$ cat src/rtl/mem_responder_pkg.sv
// Shared definitions for the memory responder: default widths, wait-counter width,
// request control encodings shared with the CU-side interface block, and FSM states.
package mem_responder_pkg;

   localparam int unsigned ADDR_W_DEF = 8;
   localparam int unsigned DATA_W_DEF = 8;
   localparam int unsigned CNT_W      = 4;

   // req_write encoding, identical to the interface block's ctrl bit
   localparam logic CTRL_READ  = 1'b0;
   localparam logic CTRL_WRITE = 1'b1;

   typedef enum logic [1:0] {
      ST_IDLE = 2'd0,
      ST_WAIT = 2'd1,
      ST_RESP = 2'd2
   } state_e;

endpackage

$ cat src/rtl/mem_responder_array.sv
// Single-port synchronous RAM: one write port, registered read, no reset.
// Ports:
//   clk    - rising-edge clock
//   wr_en  - write data to addr this edge
//   rd_en  - load rdata from addr this edge (rdata holds otherwise)
//   addr   - word index
//   wdata  - write data
//   rdata  - registered read data
module mem_responder_array #(
   parameter int unsigned DATA_W = 8,
   parameter int unsigned DEPTH  = 256,
   parameter int unsigned IDX_W  = 8
) (
   input  logic              clk,
   input  logic              wr_en,
   input  logic              rd_en,
   input  logic [IDX_W-1:0]  addr,
   input  logic [DATA_W-1:0] wdata,
   output logic [DATA_W-1:0] rdata
);

   logic [DATA_W-1:0] mem [DEPTH];

   // Storage is deliberately not reset; contents survive rst_n.
   always_ff @(posedge clk) begin
      if (wr_en) begin
         mem[addr] <= wdata;
      end
      if (rd_en) begin
         rdata <= mem[addr];
      end
   end

endmodule

$ cat src/rtl/mem_responder.sv
// Memory-side end of the CPU memory interface. Accepts one request at a time,
// commits writes immediately and returns read data after RD_LAT cycles.
// Ports:
//   clk, rst_n            - clock, async active-low reset
//   req_valid/req_ready   - request handshake (ready only while idle)
//   req_write             - CTRL_WRITE = write, CTRL_READ = read
//   req_addr, req_wdata   - word address and write data
//   rsp_valid/rsp_ready   - response handshake, rsp_data holds the read word
//   addr_err              - one-cycle pulse for an accepted out-of-range request
module mem_responder
   import mem_responder_pkg::*;
#(
   parameter int unsigned ADDR_W = ADDR_W_DEF,
   parameter int unsigned DATA_W = DATA_W_DEF,
   parameter int unsigned DEPTH  = 256,
   parameter int unsigned RD_LAT = 2
) (
   input  logic              clk,
   input  logic              rst_n,
   input  logic              req_valid,
   input  logic              req_write,
   input  logic [ADDR_W-1:0] req_addr,
   input  logic [DATA_W-1:0] req_wdata,
   output logic              req_ready,
   output logic              rsp_valid,
   output logic [DATA_W-1:0] rsp_data,
   input  logic              rsp_ready,
   output logic              addr_err
);

   localparam int unsigned     IDX_W    = (DEPTH > 1) ? $clog2(DEPTH) : 1;
   localparam logic [ADDR_W:0] DEPTH_V  = (ADDR_W+1)'(DEPTH);
   localparam logic [CNT_W-1:0] LAT_LOAD = CNT_W'(RD_LAT - 1);

   state_e             state, state_next;
   logic [CNT_W-1:0]   cnt, cnt_next;
   logic               oor, oor_next;
   logic               req_ready_next;
   logic               rsp_valid_next;
   logic [DATA_W-1:0]  rsp_data_next;
   logic               addr_err_next;
   logic               accept;
   logic               in_range;
   logic               wr_en;
   logic               rd_en;
   logic [DATA_W-1:0]  rdata;

   assign accept   = req_valid & req_ready;
   // Full-width compare: addresses are never wrapped into the array.
   assign in_range = ({1'b0, req_addr} < DEPTH_V);

   mem_responder_array #(
      .DATA_W (DATA_W),
      .DEPTH  (DEPTH),
      .IDX_W  (IDX_W)
   ) u_array (
      .clk    (clk),
      .wr_en  (wr_en),
      .rd_en  (rd_en),
      .addr   (IDX_W'(req_addr)),
      .wdata  (req_wdata),
      .rdata  (rdata)
   );

   // State and registered outputs
   always_ff @(posedge clk or negedge rst_n) begin
      if (!rst_n) begin
         state     <= ST_IDLE;
         cnt       <= '0;
         oor       <= 1'b0;
         req_ready <= 1'b1;
         rsp_valid <= 1'b0;
         rsp_data  <= '0;
         addr_err  <= 1'b0;
      end else begin
         state     <= state_next;
         cnt       <= cnt_next;
         oor       <= oor_next;
         req_ready <= req_ready_next;
         rsp_valid <= rsp_valid_next;
         rsp_data  <= rsp_data_next;
         addr_err  <= addr_err_next;
      end
   end

   // Next-state, wait counter, array strobes and response capture
   always_comb begin
      state_next     = state;
      cnt_next       = cnt;
      oor_next       = oor;
      rsp_valid_next = rsp_valid;
      rsp_data_next  = rsp_data;
      addr_err_next  = 1'b0;
      wr_en          = 1'b0;
      rd_en          = 1'b0;

      case (state)
         ST_IDLE: begin
            if (accept) begin
               addr_err_next = ~in_range;
               if (req_write == CTRL_WRITE) begin
                  wr_en = in_range;
               end else begin
                  // Registered array read lands after this edge, so even
                  // RD_LAT==1 spends one cycle in WAIT with the counter at 0.
                  rd_en      = 1'b1;
                  oor_next   = ~in_range;
                  cnt_next   = LAT_LOAD;
                  state_next = ST_WAIT;
               end
            end
         end
         ST_WAIT: begin
            if (cnt == '0) begin
               state_next     = ST_RESP;
               rsp_valid_next = 1'b1;
               rsp_data_next  = oor ? '0 : rdata;
            end else begin
               cnt_next = cnt - CNT_W'(1);
            end
         end
         ST_RESP: begin
            if (rsp_ready) begin
               state_next     = ST_IDLE;
               rsp_valid_next = 1'b0;
            end
         end
         default: begin
            state_next     = ST_IDLE;
            rsp_valid_next = 1'b0;
         end
      endcase

      // Ready is registered; it reopens the cycle after the response handshake.
      req_ready_next = (state_next == ST_IDLE);
   end

endmodule
$ cat config.mk
export PLATFORM = sky130hd
export DESIGN_NAME = mem_responder
export DESIGN_NICKNAME = d
export VERILOG_FILES = /design/src/rtl/mem_responder_pkg.sv /design/src/rtl/mem_responder_array.sv /design/src/rtl/mem_responder.sv
export SDC_FILE = /design/constraint.sdc
export NUM_CORES = 2
export LEC_CHECK = 0
export ABC_AREA = 1
export BUFFER_PORTS_ARGS = -buffer_cell sky130_fd_sc_hd__buf_2
export CORE_MARGIN = 2
export CORE_UTILIZATION = 63
export CTS_CLUSTER_SIZE = 12
export DETAILED_ROUTE_END_ITERATION = 8
export PLACE_DENSITY = 0.79
export SETUP_SLACK_MARGIN = 0.3
export SLEW_MARGIN = 20
export SYNTH_ARGS = -nofsm -noshare
export SYNTH_HDL_FRONTEND = slang
export SYNTH_HIERARCHICAL = 1
export SYNTH_SLANG_ARGS = --single-unit
$ cat constraint.sdc
create_clock -name clk -period 2.7 [get_ports clk]
set_input_delay 0.405 -clock clk [delete_from_list [all_inputs] [get_ports clk]]
set_output_delay 0.405 -clock clk [all_outputs]
set_load 0.01 [all_outputs]
* Yosys cells after proc, flatten, opt, wreduce, memory -nomap -nowiden
Memory sizes are Yosys's and may differ from the RTL's. A register that Yosys moved wholly into a read port is not among the register bits.
Index checks and enable logic that the tools add are counted.
** Word-level totals
- Bits in registers :: 16
- Bits in latches :: 0
- RAM bits :: 2048
- Memory bits (read-only) :: 0
- Input bits :: 21
- Output and inout port bits :: 11
- Memories kept :: 1
** Operators by class
- $add $sub $neg :: 1
- $mul :: 0
- Divide/modulo/power cells :: 0
- Order comparisons :: 0
- Equality and inequality tests :: 7
- Shifts and indexed selects :: 0
- Multiplexer cells :: 20
- Bitwise gates (word level) :: 2
- Reductions and logical operators :: 7
** Memory list
- u_array.mem :: words 256, width 8, rd ports 1, clocked after Yosys merged registers in 1, write ports 1, line mem_responder_array.sv:22 : logic [DATA_W-1:0] mem [DEPTH];
** Operators with widths (count)
- 2-to-1 mux 4 bit :: 3
- 2-to-1 mux 1 bit :: 10
- inequality test 2 bit (second input constant) :: 5
- 2-to-1 mux 2 bit :: 4
- one-hot mux 4 bit (2 select lines) :: 1
- one-hot mux 2 bit (3 select lines) :: 1
- zero test 2 bit :: 2
- zero test 4 bit :: 1
- AND reduction 4 bit :: 1
- subtractor 4 x 1 -> 4 bit (second input constant) :: 1
- one-hot mux 1 bit (3 select lines) :: 1
- AND reduction 3 bit :: 1
- equality test 2 x 1 -> 1 bit (second input constant) :: 1
- equality test 2 bit (second input constant) :: 1
- AND reduction 2 bit :: 1
- nonzero test 2 bit :: 1
- bitwise AND 1 bit :: 1
- NOT 1 bit :: 1

* Depth between registers and ports, before layout
- Depth in word-level cells :: 5
- Mapped depth :: 15
- Mapped depth without buffers :: 13

* Hierarchy
The synthesis kept the hierarchy.
** Modules (own cells, without submodules)
- mem_responder_array :: instances 1, cells each 8021, area each 84936.5 µm²
- mem_responder :: instances 1, cells each 93, area each 822.0 µm²

* Least setup slack after synthesis
OpenSTA, ideal clock, no wires.
- Kind :: flip-flop to flip-flop
- Start point :: register req_ready
- End point :: memory u_array.mem[162][0], enable pin
- Setup time :: 370 ps
- Arrival time :: 1933 ps
- Required time :: 2330 ps
- Setup slack :: 397 ps
- Stages on the path, launching flop included :: 7
- Cell sequence :: dfstp_2 > nand3_1 > nor3_1 > clkbuf_1 > nand3_1 > clkbuf_1 > nor2_1
** On the way
- Word-level cells in the longest chain between the ends :: 5
** Ends and longest elaborated chain
- start: declaration :: line mem_responder.sv:24 : output logic req_ready,
- start signal: assignment :: line mem_responder.sv:79 : req_ready <= req_ready_next;
- bitwise AND 1 bit :: line mem_responder.sv:48 : assign accept = req_valid & req_ready;
- 2-to-1 mux 1 bit :: line mem_responder.sv:99 : if (accept) begin
- 2-to-1 mux 1 bit :: line mem_responder.sv:97 : case (state)
- net wr_en :: line mem_responder.sv:44 : logic wr_en;
- 2-to-1 mux 1 bit :: line mem_responder_array.sv:26 : if (wr_en) begin
- 2-to-1 mux 1 bit (not written as such) :: line mem_responder_array.sv:27 : mem[addr] <= wdata;
- end: declaration :: line mem_responder_array.sv:22
The timed path passes the listed nets, and every way through them passes these cells.

* Worst setup path after layout
- Start point :: register req_ready
- End point :: memory u_array.mem[141][4], enable pin
Same word-level chain as after synthesis.

==> results.tsv <==
stage	metric	value	unit
run_status	status	finished clean	
synth	synth_cell_types	29	
clock_network	cts_buffer_depth	3	
setup_path	path_class	register to register	
place	gp_congestion	0.9354	
synth	synth_seq_area_share	0.7246	
layout	area_growth_syn_to_layout	13.68	%
layout	utilization	0.7206	
power_and_ir_drop	power_leakage	39.52	nW
layout	layout-drive-gt1-share	0.09937	
detailed_routing	via_per_inst	5.872	
die	die_x	373.0	µm
synth	netlist.top_cell.by_area	edfxtp_1	
clock_network	cts_setup_buffers	0	
grt	grt_overflow	0	
timing	fin_ws	0.3357	ns
timing	rsz0062_at_grt	yes	
place	place_area	91540	µm²
place	dp_hpwl	137.6	mm
grt	grt.total_usage	0.3264	
timing	timing.fmax	423.0	MHz
detailed_routing	wirelength	227.8	mm
clock_network	h-tree-depth	4	
hold_path	hold_path.startpoint	req_wdata[2]	
detailed_routing	route.detailed.drc	0	
place	placedCellCount	10031	
timing	drv_slew	0	
timing	finalCritPeriodShare	0.8756	
detailed_routing	first_pass_iters	7	
clock_network	clk_latency	0.84	ns
hold_path	hold_end	u_array/mem[101][2]	
place	place_ws	-0.3313	ns
setup_path	rrSetupSlack	0.34	ns
setup_path	cp-end-kind	register	
setup_path	r2r_cells	6	
timing	fin_crit	2.364	ns
synth	synth_fp_nets	8137	
synth	ys_ff_latch	2072	
clock_network	clock_sinks	2072	
clock_network	cts_tree	done	
detailed_routing	detail-route-antenna-nets	0	
synth	netlist_top_cells_area	edfxtp_1, nand2_1, nor2_1	
setup_path	worstReg2RegStart	req_ready	
timing	worst_slew_margin_rel	0.5038	
synth	ys_warn_count	6	
synth	synth_cells	8114	
setup_path	required	3.17	ns
power_and_ir_drop	total_power	65.73	mW
grt	grt_pass1_vias	59439	
die	die_y	373.0	µm
clock_network	cts.clk_slew.worst_paths	0.06	ns
layout	layout_commonest_cell	nand2_1	
die	design.core.area	135300	µm²
setup_path	r2r-end	u_array/mem[141][4]	
timing	hold_viol	0	
synth	synth_top_area_frac	0.7199	
setup_path	cp-start-kind	register	
die	rows	135	
die	io_pins	32	
timing	tns	0	ns
timing	setup_viol	0	
power_and_ir_drop	ir_drop	532.6	µV
grt	grt_antenna_before_repair	8	
layout	final_cell_mix	nand2_1, edfxtp_1, buf_4	
hold_path	hold_depth	1	
timing	skew	0.02623	ns
clock_network	root_buffer	clkbuf_16	
place	io_buffers	30	
flow_run	maxCapViolCount	0	
die	initial_core_util	0.6338	
clock_network	cts-buffers-inserted	202	
hold_path	worstHoldPathType	primary input to register	
timing	hold_ws	0.03676	ns
detailed_routing	wire_per_inst	21.99	µm
synth	synthesis.area	85760	µm²
die	die-area	139100	µm²
grt	grt_pass1_wl	344.1	mm
layout	final_cell_area	97490	µm²
layout	instances_no_fill	10362	
power_and_ir_drop	power_density	674.2	nW/µm²
setup_path	arrival	2.83	ns
detailed_routing	drtIter0Drc	8591	
layout	layout.nets	8487	
setup_path	crit_path_max_fanout	20	
synth	syn_area_per_cell	10.57	µm²
detailed_routing	routed-via-count	60850	
timing	tightest_slew	0.7442	ns
grt	grt_start_max_net_pins	94	
-- critical path, stage by stage (launching register included) --
cell	delay, ns
dfstp_2	0.54
nand3_1	0.08
nor3_2	0.21
buf_12	0.21
nand2_1	0.14
buf_12	0.21
nor2_1	0.56
-- synth_stat cells, drive strengths merged --
master and count:
conb 1, xor2 1, o21ai 161, clkbuf 170
a21oi 32, ha 2, dfstp 1, inv 45
nor3 1, nand3 196, buf 248, nand2 4817
nor2 368, edfxtp 2056, dfrtp 15
-- worst max path at each step --
| stage | end | from | slack, ns | cells past startpoint |
|---|---|---|---|---|
| after floorplan | u_array/mem[162][0] | req_ready | 0.40 | 6 |
| after global placement | u_array/rdata[6] | req_addr[0] | -0.29 | 15 |
| after detailed placement | u_array/rdata[6] | req_addr[0] | -0.33 | 15 |
| after CTS | u_array/mem[245][5] | req_ready | 0.30 | 6 |
| after global routing | u_array/mem[77][2] | req_ready | 0.23 | 6 |
| final | u_array/mem[141][4] | req_ready | 0.34 | 6 |
-- layer usage --
metal / share of wire / global-route usage / wire length, µm / vias to the layer above
li1: - / - / - / 27280
met1: 0.36 / 0.4394 / 82520 / 28910
met2: 0.47 / 0.5180 / 107400 / 4022
met3: 0.12 / 0.06401 / 27930 / 628
met4: 0.044 / 0.1534 / 9960 / 10
met5: 0.00032 / 0 / 74 / -
-- what timing repair did --
item	4_1_cts	5_1_grt
gates resized for setup	9	33
pin swaps	0	0
endpoints found under the setup margin	150	283
cloned	0	0
hold buffers	10	0
hold endpoints to repair	75	0
-- report_power, final --
part | internal, mW | switching [mW] | total (mW)
sequential | 35.5 | 0.124 | 35.6
clock | 13.9 | 11.4 | 25.4
combinational | 1.31 | 3.41 | 4.72
-- state kept, by name, summed over array words and instances, names as in the netlist --
| name | count |
|---|---|
| cnt | 4 |
| req_ready | 1 |
| rsp_data | 8 |
| rsp_valid | 1 |
| state | 2 |
| u_array/mem | 2048 |
| u_array/rdata | 8 |
-- area by class of cell --
type,instances,area [µm²]
inverters,45,207.7
repair buffers,564,5460
multi-input cells,5579,21700
flip-flops and latches,2072,62140
diodes,7,17.52
fillers,8621,37810
clock inverters,49,391.6
clock buffers,265,5344
well taps,1781,2228
-- cell families (layout without fill, tap and decap cells) --
family / count (synthesis) / count (layout) / synth area share
adder cells (fa/ha/maj): 2 / 2 / 0.0002917
flip-flops: 2072 / 2072 / 0.7246
XOR/XNOR: 1 / 1 / 0.0001021
buffers and inverters: 463 / 923 / 0.02396
AO/OA/AOI/OAI: 193 / 193 / 0.01126
other: 1 / 8 / 0.00004373
AND/OR/NAND/NOR: 5382 / 5382 / 0.2397
Note: power is estimated with default switching activity, not from simulation.
